===== src/rtl/forwarding_hazard_unit_pkg.sv =====
// Shared encodings for the EX forwarding selects and the hazard sequencer.
package forwarding_hazard_unit_pkg;
  localparam logic [1:0] FWD_REG = 2'b00;
  localparam logic [1:0] FWD_MEM = 2'b10;
  localparam logic [1:0] FWD_WB  = 2'b01;

  localparam int CNT_W = 2;

  typedef enum logic {
    ST_RUN   = 1'b0,
    ST_STALL = 1'b1
  } state_t;
endpackage


===== src/rtl/forwarding_hazard_unit_fwd_compare.sv =====
// Forward-select decode for one EX operand; EX/MEM producer beats MEM/WB.
module fwd_compare
  import forwarding_hazard_unit_pkg::*;
#(
  parameter int REG_BITS = 5
) (
  input  logic [REG_BITS-1:0] i_src,
  input  logic [REG_BITS-1:0] i_rd_ex,
  input  logic                i_regWrite_ex,
  input  logic                i_memRead_ex,
  input  logic [REG_BITS-1:0] i_rd_mem,
  input  logic                i_regWrite_mem,
  output logic [1:0]          o_sel
);
  logic w_hit_ex, w_hit_mem;

  // A load in EX has no ALU result yet, so it never forwards from EX/MEM.
  assign w_hit_ex  = i_regWrite_ex & ~i_memRead_ex & (i_rd_ex != '0) & (i_rd_ex == i_src);
  assign w_hit_mem = i_regWrite_mem & (i_rd_mem != '0) & (i_rd_mem == i_src);

  always_comb begin
    o_sel = FWD_REG;
    if (w_hit_ex)       o_sel = FWD_MEM;
    else if (w_hit_mem) o_sel = FWD_WB;
  end
endmodule


===== src/rtl/forwarding_hazard_unit.sv =====
// Forwarding selects, load-use stall and branch flush control for the 5-stage pipe.
module forwarding_hazard_unit
  import forwarding_hazard_unit_pkg::*;
#(
  parameter int LOAD_STALL = 1,
  parameter int REG_BITS   = 5
) (
  input  logic                clock,
  input  logic                reset,
  input  logic [REG_BITS-1:0] rs_id,
  input  logic [REG_BITS-1:0] rt_id,
  input  logic [REG_BITS-1:0] rd_ex,
  input  logic                regWrite_ex,
  input  logic                memRead_ex,
  input  logic                branchTaken_mem,
  output logic [1:0]          forwardA,
  output logic [1:0]          forwardB,
  output logic                pcWrite,
  output logic                ifidWrite,
  output logic                bubble,
  output logic                flushIfId,
  output logic                flushExMem,
  output logic                stalled
);
  localparam logic [CNT_W-1:0] STALL_INIT = CNT_W'(LOAD_STALL - 1);

  state_t              r_state, w_state_nxt;
  logic [CNT_W-1:0]    r_cnt, w_cnt_nxt;
  logic [REG_BITS-1:0] r_rd_mem;
  logic                r_regWrite_mem;
  logic [1:0]          r_fwdA, r_fwdB;
  logic [1:0]          w_fwdA_nxt, w_fwdB_nxt;
  logic                w_hazard;

  assign w_hazard = memRead_ex & regWrite_ex & (rd_ex != '0) &
                    ((rd_ex == rs_id) | (rd_ex == rt_id));

  fwd_compare #(.REG_BITS(REG_BITS)) u_fwd_a (
    .i_src(rs_id), .i_rd_ex(rd_ex), .i_regWrite_ex(regWrite_ex),
    .i_memRead_ex(memRead_ex), .i_rd_mem(r_rd_mem),
    .i_regWrite_mem(r_regWrite_mem), .o_sel(w_fwdA_nxt)
  );

  fwd_compare #(.REG_BITS(REG_BITS)) u_fwd_b (
    .i_src(rt_id), .i_rd_ex(rd_ex), .i_regWrite_ex(regWrite_ex),
    .i_memRead_ex(memRead_ex), .i_rd_mem(r_rd_mem),
    .i_regWrite_mem(r_regWrite_mem), .o_sel(w_fwdB_nxt)
  );

  always_comb begin
    pcWrite     = 1'b1;
    ifidWrite   = 1'b1;
    bubble      = 1'b0;
    flushIfId   = 1'b0;
    flushExMem  = 1'b0;
    w_state_nxt = r_state;
    w_cnt_nxt   = r_cnt;
    if (branchTaken_mem) begin
      // The taken branch squashes everything younger, including a pending stall.
      bubble      = 1'b1;
      flushIfId   = 1'b1;
      flushExMem  = 1'b1;
      w_state_nxt = ST_RUN;
      w_cnt_nxt   = '0;
    end else if (r_state == ST_STALL) begin
      pcWrite   = 1'b0;
      ifidWrite = 1'b0;
      bubble    = 1'b1;
      if (r_cnt <= CNT_W'(1)) begin
        w_state_nxt = ST_RUN;
        w_cnt_nxt   = '0;
      end else begin
        w_cnt_nxt = r_cnt - CNT_W'(1);
      end
    end else if (w_hazard) begin
      pcWrite     = 1'b0;
      ifidWrite   = 1'b0;
      bubble      = 1'b1;
      w_cnt_nxt   = STALL_INIT;
      w_state_nxt = (LOAD_STALL > 1) ? ST_STALL : ST_RUN;
    end
  end

  always_ff @(posedge clock) begin
    if (!reset) begin
      r_state        <= ST_RUN;
      r_cnt          <= '0;
      r_rd_mem       <= '0;
      r_regWrite_mem <= 1'b0;
      r_fwdA         <= FWD_REG;
      r_fwdB         <= FWD_REG;
    end else begin
      r_state        <= w_state_nxt;
      r_cnt          <= w_cnt_nxt;
      r_rd_mem       <= rd_ex;
      r_regWrite_mem <= regWrite_ex & ~branchTaken_mem;
      // Selects follow the instruction into EX; a bubble carries no operands.
      if (bubble) begin
        r_fwdA <= FWD_REG;
        r_fwdB <= FWD_REG;
      end else begin
        r_fwdA <= w_fwdA_nxt;
        r_fwdB <= w_fwdB_nxt;
      end
    end
  end

  assign forwardA = r_fwdA;
  assign forwardB = r_fwdB;
  assign stalled  = (r_state == ST_STALL);
endmodule


===== config.mk =====
export PLATFORM = sky130hd
export DESIGN_NAME = forwarding_hazard_unit
export DESIGN_NICKNAME = d
export VERILOG_FILES = /design/src/rtl/forwarding_hazard_unit_pkg.sv /design/src/rtl/forwarding_hazard_unit_fwd_compare.sv /design/src/rtl/forwarding_hazard_unit.sv
export SDC_FILE = /design/constraint.sdc
export NUM_CORES = 1
export LEC_CHECK = 0
export CAP_MARGIN = 20
export CORE_MARGIN = 3
export CORE_UTILIZATION = 35
export CTS_CLUSTER_DIAMETER = 30
export DETAILED_ROUTE_END_ITERATION = 8
export GPL_TIMING_DRIVEN = 0
export PLACE_DENSITY = 0.73
export RECOVER_POWER = 25
export SLEW_MARGIN = 0
export SYNTH_ARGS = -nofsm -noshare
export SYNTH_HDL_FRONTEND = slang
export SYNTH_SLANG_ARGS = --single-unit

===== constraint.sdc =====
create_clock -name clock -period 3.55 [get_ports clock]
set_clock_uncertainty 0.2 [all_clocks]
set_input_delay 0.355 -clock clock [delete_from_list [all_inputs] [get_ports clock]]
set_output_delay 0.355 -clock clock [all_outputs]
set_load 0.02 [all_outputs]

==> flow_summary.json <==
{
  "outcome": "finished clean",
  "grt_max_degree": 8,
  "r2r_setup_slack_ns": 1.93,
  "worstPathArrival_ns": 2.66,
  "dieArea_sq_um": 2600,
  "ios": 30,
  "synth_flop_cell": "dfxtp_1",
  "slowest_delay_ns": 0.56,
  "rsz0062_at_grt": "no",
  "drt_pass1_iterations": 4,
  "synth_edf_count": 0,
  "htreeDepth": 1,
  "drt-initial-drc-count": 8,
  "ys_types": 23,
  "fp.dieW_um": 51.0,
  "crit_fanout": 5,
  "crit_type": "in -> out",
  "post-cts-setup-buffer-count": 0,
  "hp-start": "r_cnt[0]",
  "start_util_pct": 38.9,
  "timing.slew.headroom_pct": 79.2,
  "syn_area_sq_um": 708,
  "multiInputGateArea_sq_um": 414,
  "grt_pass1_vias": 621,
  "netlist_top_cells_count": "dfxtp_1 (13), xnor2_1 (10), xor2_1 (10), and2_1 (6), nand3_1 (5)",
  "fmax_ghz": 0.311,
  "ys_ff_latch": 13,
  "cp_top_family": "buffers and inverters",
  "synth_area_per_cell_sq_um": 9.44,
  "antenna_found_initial": 0,
  "io_buffer_count": 29,
  "hpwlAfterDp_um": 1420,
  "setup_violations": 0,
  "post_cts_resized": 0,
  "reg2regPathDepth": 5,
  "drc_errors": 0,
  "async_flop_share_pct": 0,
  "fillers": 185,
  "core_area_sq_um": 1820,
  "min_to": "r_cnt[0]",
  "worst_slew_pin_slew_ns": 0.312,
  "insertion_delay_ns": 0.27,
  "start_kind": "input port",
  "fin_nets": 129,
  "hp-class": "reg -> reg",
  "dp.cells": 129,
  "clk_root_buffer_cell": "clkbuf_4",
  "maxSlewViolCount": 0,
  "final_cells": 133,
  "crit_slowest_cell": "clkdlybuf4s50_1",
  "cts_hold_buf": 0,
  "cts_max_path_buffers": 2,
  "synthCells": 75,
  "crit_cells": 8,
  "worstPathRequired_ns": 2.99,
  "yosys-top-cells-area": "dfxtp_1 (37%), xnor2_1 (12%), xor2_1 (12%), and2_1 (5.3%), nand3_1 (3.5%)",
  "vias": 651,
  "cts_buffers": 3,
  "ant_nets": 0,
  "timing.rr.end": "forwardA[0]",
  "yosysTopAreaCell": "dfxtp_1",
  "drv_cap": 0,
  "seqCellArea_sq_um": 260,
  "grt.total_usage_pct": 14.2,
  "drive_above_1_share_pct": 10.2,
  "clk_pin_slew_worst_paths_ns": 0.08,
  "fin_area_sq_um": 1060,
  "powerDensity_nw_per_um2": 297,
  "final.period_utilization_pct": 90.7,
  "p_leak_nw": 0.394,
  "syn_nets": 95,
  "syn_to_final_growth_pct": 49.1,
  "routabilityCongestion": 0.801,
  "fin_crit_ns": 3.22,
  "wire_per_inst_um": 12.5,
  "die_h_um": 51.0,
  "grt_pass1_wl_um": 2750,
  "clock_sinks": 13,
  "synth.most_common_cell": "dfxtp_1",
  "ir_worst_vdd_v": 0.000197,
  "crit_chain": "clkdlybuf4s50_1, xor2_1, nor3_1, nand3_1, a211oi_2, o21bai_1, buf_4, clkdlybuf4s50_1",
  "hold_viol": 0,
  "ys_seq_area_share_pct": 36.7,
  "critPathCaptureType": "primary output",
  "finalWirelength_um": 1660,
  "report.power.total_uw": 314,
  "gr-total-overflow": 0,
  "tns_ns": 0,
  "yosysWarnings": 0,
  "critical_path_buf_inv_count": 3,
  "post-route-util_pct": 58.0,
  "netlist.area_leader.share_pct": 36.7,
  "place_area_sq_um": 1030,
  "min_path_cells": 1,
  "n_antenna_cell": 0,
  "vias_per_cell": 4.89,
  "fp-row-count": 15,
  "cp_common_cell": "clkdlybuf4s50_1",
  "tritoncts": "built",
  "r2r_start": "stalled"
}
==> stage by stage <==
| stage | hold WS [ns] | worst slack, ns |
|---|---|---|
| 3_3_place_gp | 0.239 | 0.329 |
| 4_1_cts | 0.278 | 0.319 |
| 3_5_place_dp | 0.257 | 0.329 |
| 5_1_grt | 0.320 | 0.164 |
| 2_1_floorplan | 0.224 | 1.26 |
| 6_report | 0.275 | 0.331 |
==> where the power goes <==
part | internal, mW | switching (mW)
Sequential | 0.149 | 0.00379
Clock | 0.0435 | 0.0462
Combinational | 0.0419 | 0.0289
Total | 0.235 | 0.0789
==> sequential cells by signal (all words and copies together) (netlist names) <==
register,cells
forwardA,2
forwardB,2
r_rd_mem,5
stalled,1
r_regWrite_mem,1
r_cnt,2
==> cell families after synthesis <==
kind of cell	Yosys count	synth area share (%)
flip-flops	13	36.7
AO/OA/AOI/OAI	12	12.7
XOR/XNOR	20	24.7
buffers and inverters	6	4.77
AND/OR/NAND/NOR	24	21.0
==> cells in the final DEF (no fill, tap or decap), types with 3 or more instances in the layout <==
cell type and n:
clkdlybuf4s50_1 28, dfxtp_1 13, xor2_1 10, xnor2_1 10, nand3_1 5, and2_1 4
inv_1 3, or4_1 3, a21oi_1 3, buf_4 3, clkbuf_4 3
==> worst max path at each step <==
stage                  start      end  slack [ns]
finish              rd_ex[1]  pcWrite        0.33
global route        rd_ex[1]  pcWrite        0.16
CTS                 rd_ex[1]  pcWrite        0.32
detailed placement  rd_ex[1]  pcWrite        0.33
global placement    rd_ex[1]  pcWrite        0.33
floorplan           rd_ex[0]  pcWrite        1.26
==> routing by layer <==
metal / GRT usage, % / share of wire (%) / vias up / wire (um)
met5: 0 / 0 / - / 0
met4: 5.38 / 1.4 / 0 / 23
met3: 4.96 / 5.6 / 4 / 93
met2: 20.2 / 45 / 19 / 747
met1: 19.4 / 48 / 305 / 796
li1: - / - / 323 / -
==> worst register-to-register path: stages, from the launching register on <==
cell      delay (ns)
dfxtp_1         0.34
inv_1           0.11
and2_1          0.15
o211ai_1        0.10
or4_1           0.53
a21oi_1         0.13
==> final cells by class <==
cell class | instances | share of cell area [%]
buffer | 3 | 2.13
tap | 25 | 2.96
multi-input combinational | 56 | 39.2
clock buffer | 4 | 2.49
inverter | 3 | 1.07
timing repair buffer | 29 | 27.5
sequential | 13 | 24.6
(Power assumes the default switching activity.)
